$ cat src/rtl/pwm_count_consumer.sv
// Turns a free-running counter value into a registered PWM output with a
// wrap-synchronised duty buffer, per-period wrap pulse/count and sequence checking.
module pwm_count_consumer #(
    parameter int WIDTH = 4,
    parameter int PCW   = 8
) (
    input  logic             clk,
    input  logic             rst,
    input  logic [WIDTH-1:0] cnt_in,
    input  logic [WIDTH-1:0] duty_in,
    input  logic             duty_load,
    input  logic             en,
    input  logic             err_clr,
    output logic             pwm_out,
    output logic             wrap_pulse,
    output logic [PCW-1:0]   period_cnt,
    output logic             seq_err
);

    logic [WIDTH-1:0] prev_cnt;
    logic             prev_vld;
    logic [WIDTH-1:0] duty_act;
    logic [WIDTH-1:0] duty_pend;
    logic             pend_vld;

    logic [WIDTH-1:0] cnt_succ;
    logic             wrap;
    logic             seq_bad;
    logic [WIDTH-1:0] duty_eff;
    logic [WIDTH-1:0] duty_pend_nx;
    logic             pend_vld_nx;

    assign cnt_succ = prev_cnt + 1'b1;
    assign wrap     = prev_vld && (prev_cnt == {WIDTH{1'b1}}) && (cnt_in == '0);
    assign seq_bad  = prev_vld && (cnt_in != cnt_succ);

    // duty_eff is the active duty after this edge, so a wrap cycle already
    // compares against the newly applied value.
    always_comb begin
        duty_eff     = duty_act;
        duty_pend_nx = duty_pend;
        pend_vld_nx  = pend_vld;
        if (wrap) begin
            if (duty_load) begin
                duty_eff = duty_in;
            end else if (pend_vld) begin
                duty_eff = duty_pend;
            end
            pend_vld_nx = 1'b0;
        end else if (duty_load) begin
            duty_pend_nx = duty_in;
            pend_vld_nx  = 1'b1;
        end
    end

    always_ff @(posedge clk or negedge rst) begin
        if (!rst) begin
            prev_cnt   <= '0;
            prev_vld   <= 1'b0;
            duty_act   <= '0;
            duty_pend  <= '0;
            pend_vld   <= 1'b0;
            pwm_out    <= 1'b0;
            wrap_pulse <= 1'b0;
            period_cnt <= '0;
            seq_err    <= 1'b0;
        end else begin
            prev_cnt   <= cnt_in;
            prev_vld   <= 1'b1;
            duty_act   <= duty_eff;
            duty_pend  <= duty_pend_nx;
            pend_vld   <= pend_vld_nx;
            pwm_out    <= en & (cnt_in < duty_eff);
            wrap_pulse <= wrap;
            if (wrap && en) begin
                period_cnt <= period_cnt + 1'b1;
            end
            // A new error outranks a simultaneous clear.
            if (seq_bad) begin
                seq_err <= 1'b1;
            end else if (err_clr) begin
                seq_err <= 1'b0;
            end
        end
    end

endmodule

$ cat config.mk
export PLATFORM = sky130hd
export DESIGN_NAME = pwm_count_consumer
export DESIGN_NICKNAME = d
export VERILOG_FILES = /design/src/rtl/pwm_count_consumer.sv
export SDC_FILE = /design/constraint.sdc
export NUM_CORES = 1
export LEC_CHECK = 0
export CAP_MARGIN = 25
export CORE_UTILIZATION = 57
export CTS_BUF_LIST = sky130_fd_sc_hd__clkbuf_2 sky130_fd_sc_hd__clkbuf_4 sky130_fd_sc_hd__clkbuf_8
export DETAILED_ROUTE_END_ITERATION = 7
export HOLD_SLACK_MARGIN = 0.03
export PLACE_DENSITY_LB_ADDON = 0.2
export RECOVER_POWER = 50
export REMOVE_ABC_BUFFERS = 1
export SETUP_SLACK_MARGIN = 0.3
export SYNTH_ARGS = -nofsm -noshare
export SYNTH_HDL_FRONTEND = slang
export SYNTH_SLANG_ARGS = --single-unit
export TNS_END_PERCENT = 10
$ cat constraint.sdc
create_clock -name clk -period 4.4 [get_ports clk]
set_input_delay 0.44 -clock clk [delete_from_list [all_inputs] [get_ports clk]]
set_output_delay 0.44 -clock clk [all_outputs]
set_load 0.05 [all_outputs]
==> metrics.md <==
| Metric | Value |
|---|---|
| PwrDens | 284.3 nW/um^2 |
| Die extent in x | 48.31 um |
| Setup TNS | 0 ns |
| Switching part of the total | 26.68% |
| Final Hold Fails | 0 |
| Starting density of the core | 61.68% |
| CP Class | input port to register |
| CTS max path bufs | 2 |
| Yosys warning total | 0 |
| Vias post-DR | 877 |
| Root Buffer | clkbuf_4 |
| Cts bufs inserted | 3 |
| MaxCap Viol Count | 0 |
| ANT nets after route | 0 |
| Worst VDD drop | 0.2587 mV |
| Worst-path clk slew | 0.13 ns |
| Core area | 1982 um^2 |
| Met1 wire length | 968 um |
| Critical path capture point type | register |
| Die area | 2334 um^2 |
| Worst-Skew Late Latency | 0.32 ns |
| Final Power | 422.9 uW |
| RSZ-0062 raised after global routing | false |
| Pleak | 0.0006739 uW |
| Vias in the first global route | 896 |
| Max layer used | met4 |
| Hold Buf Count CTS | 0 |
| Setup violations, final | 0 |
| Final Util | 75.06% |
| Final GP Congestion | 0.8419 |
| H-tree levels | 1 |
| Total congestion overflow | 0 |
| Yosys top cell area share | 51.18% |
| Cell Int Power | 310.1 uW |
| Largest net degree at the start of global routing | 15 |
| Initial DRT Pass Iterations | 4 |
| Final Max Tran Viols | 0 |
| CTS tree | built |
| Routed wire per std cell | 14.75 um |
| Hold_ws | 0.4742 ns |
| Synth Instances | 103 |
| DRC violations left | 0 |
| WP data arrival | 3.35 ns |
| Post-CTS Setup Bufs | 0 |
| Area Overhead vs Synth | 21.70% |
| EDFF count, synth | 0 |
| Initial antenna violation count | 0 |
| Post-synth top area cell | dfrtp_1 |
| Min Clock Period, post-route | 3.133 ns |
| Clock network fraction of design power | 24.2% |
| Worst-Margin Slew | 1.189 ns |
| Layout net count | 148 |
| Comb pwr share | 16.4% |
| Top FF cell, synth | dfrtp_1 |
| Mapped Area | 1222 um^2 |
| Mean Syn Cell Area | 11.87 um^2 |
| Period utilization | 71.21% |
| Clock sink count | 25 |
| Count of cell types in the netlist | 38 |
| WL met3 | 138 um |
| Main area contributors after synthesis | dfrtp_1 51%, xnor2_1 5.7%, ha_1 5.1%, mux2_2 3.7%, xor2_1 3.6% |
| Die H | 48.31 um |
| Via density | 5.622 |
| Sequential power share | 59.3% |
| IO Port Bufs | 23 |
| Critical Path Fanout Max | 8 |
| DPL Wire Length | 1773 um |
| WL met2 | 1158 um |
| Rel. slew slack | 19.97% |
| Resized cells post-CTS | 0 |
| Top Ports | 24 |
| Worst Setup Start Kind | input port |
| Seq/Total Area, Yosys | 51.18% |
| Fmax | 0.3192 GHz |
| Standard-cell rows | 16 |
| Layout cell share with drive strength beyond 1 | 12.40% |
| First-pass GRT wire length | 4160 um |
| Total wire length | 2301 um |
| Gr usage total | 23.35% |
| Initial DRC count | 27 |
| Skew final | 0.004922 ns |
| Data required time at the worst endpoint | 4.62 ns |
| Asr flop ratio synth | 100.0% |
| Min-Delay Path Class | register to register |
| Switching pwr | 112.8 uW |
| Yosys reg bits | 25 |
| Status | finished, final reports clean |
| Antenna cells | 0 |
==> cells by family after synthesis <==
kind of cell    share of synthesized area [%]
compound gates                          9.725
fa+ha+maj                               5.118
buf+inv                                 2.149
flops                                   51.18
mux                                     4.912
xor+xnor                                9.314
other cells                            0.3068
simple gates                            17.30
==> layout by cell type, fill, tap and decap left out, drive strengths merged, types with 2 or more instances in the layout <==
| master | instances |
|---|---|
| mux2 | 5 |
| nand2b | 2 |
| o41ai | 2 |
| a21oi | 2 |
| a221o | 2 |
| clkbuf | 4 |
| dfrtp | 25 |
| xnor2 | 8 |
| inv | 3 |
| ha | 5 |
| dlygate4sd3 | 5 |
| o21ai | 4 |
| nand2 | 8 |
| clkdlybuf4s50 | 18 |
| xor2 | 5 |
| a221oi | 2 |
| nor3b | 2 |
| nand3 | 2 |
| nor2 | 6 |
| and3 | 3 |
| nand4 | 4 |
==> Yosys cell counts, types with 2 or more instances <==
cell type,n
a21oi_1,2
nor2_1,6
mux2_2,4
and3_1,2
nand4_1,4
a221oi_1,2
nand2_1,6
xnor2_1,8
xor2_1,5
nor3b_1,2
a221o_1,2
ha_1,5
dfrtp_1,25
nand3_1,2
inv_1,2
nand2b_1,2
o21ai_0,3
==> metal layers <==
| metal | vias up | GRT usage, % |
|---|---|---|
| met5 | - | 0 |
| met4 | 0 | 9.314 |
| met3 | 8 | 5.660 |
| met2 | 39 | 39.20 |
| met1 | 414 | 29.02 |
| li1 | 416 | - |
==> metrics by stage <==
stage / worst slack [ns] / cells / area [um^2]
after floorplan: 2.293 / 101 / 1207
after global placement: 1.671 / 151 / 1471
after detailed placement: 1.546 / 152 / 1486
after CTS: 1.890 / 156 / 1514
after global routing: 1.008 / 156 / 1488
final: 1.267 / 156 / 1488
==> flip-flops by register name, summed over array words and instances (netlist names) <==
| signal | cells |
|---|---|
| pwm_out | 1 |
| period_cnt | 8 |
| pend_vld | 1 |
| seq_err | 1 |
| wrap_pulse | 1 |
| prev_cnt | 4 |
| duty_pend | 4 |
| prev_vld | 1 |
| duty_act | 4 |
==> cell type report <==
type	instances	area [um^2]
repair buffers	24	234.0
well taps	27	33.78
fillers	144	494.2
flip-flops and latches	25	625.6
inverters	3	11.26
clock buffers	3	22.52
clock inverters	1	5.005
multi-input cells	73	555.5
==> worst paths after layout <==
check,depth (start not counted),slack (ns),startpoint,end
setup reg to reg,8,2.05,prev_cnt[0],pwm_out
min in group asynchronous,1,0.52,rst,duty_act[1]
setup / recovery,8,1.27,cnt_in[0],pwm_out
max in group asynchronous,2,2.90,rst,prev_cnt[1]
hold / removal,1,0.47,period_cnt[7],period_cnt[7]
hold reg to reg,1,0.47,period_cnt[7],period_cnt[7]
==> worst max-delay path, stage by stage <==
cell           delay (ns)
dlygate4sd3_1        0.61
nor4_1               1.02
nand2_4              0.17
a221oi_1             0.37
ha_1                 0.30
nand2_1              0.07
nand3b_1             0.11
o41ai_2              0.25
==> power groups by stage <==
| stage | Sequential (uW) | Clock [uW] | Combinational (uW) |
|---|---|---|---|
| 2_1_floorplan | 262 | 0 | 31.8 |
| 3_3_place_gp | 254 | 0 | 69.1 |
| 3_5_place_dp | 255 | 0 | 73.7 |
| 4_1_cts | 251 | 103 | 74.0 |
| 5_1_grt | 253 | 115 | 76.9 |
| 6_report | 251 | 102 | 69.5 |
Note: power is estimated with default switching activity, not from simulation.
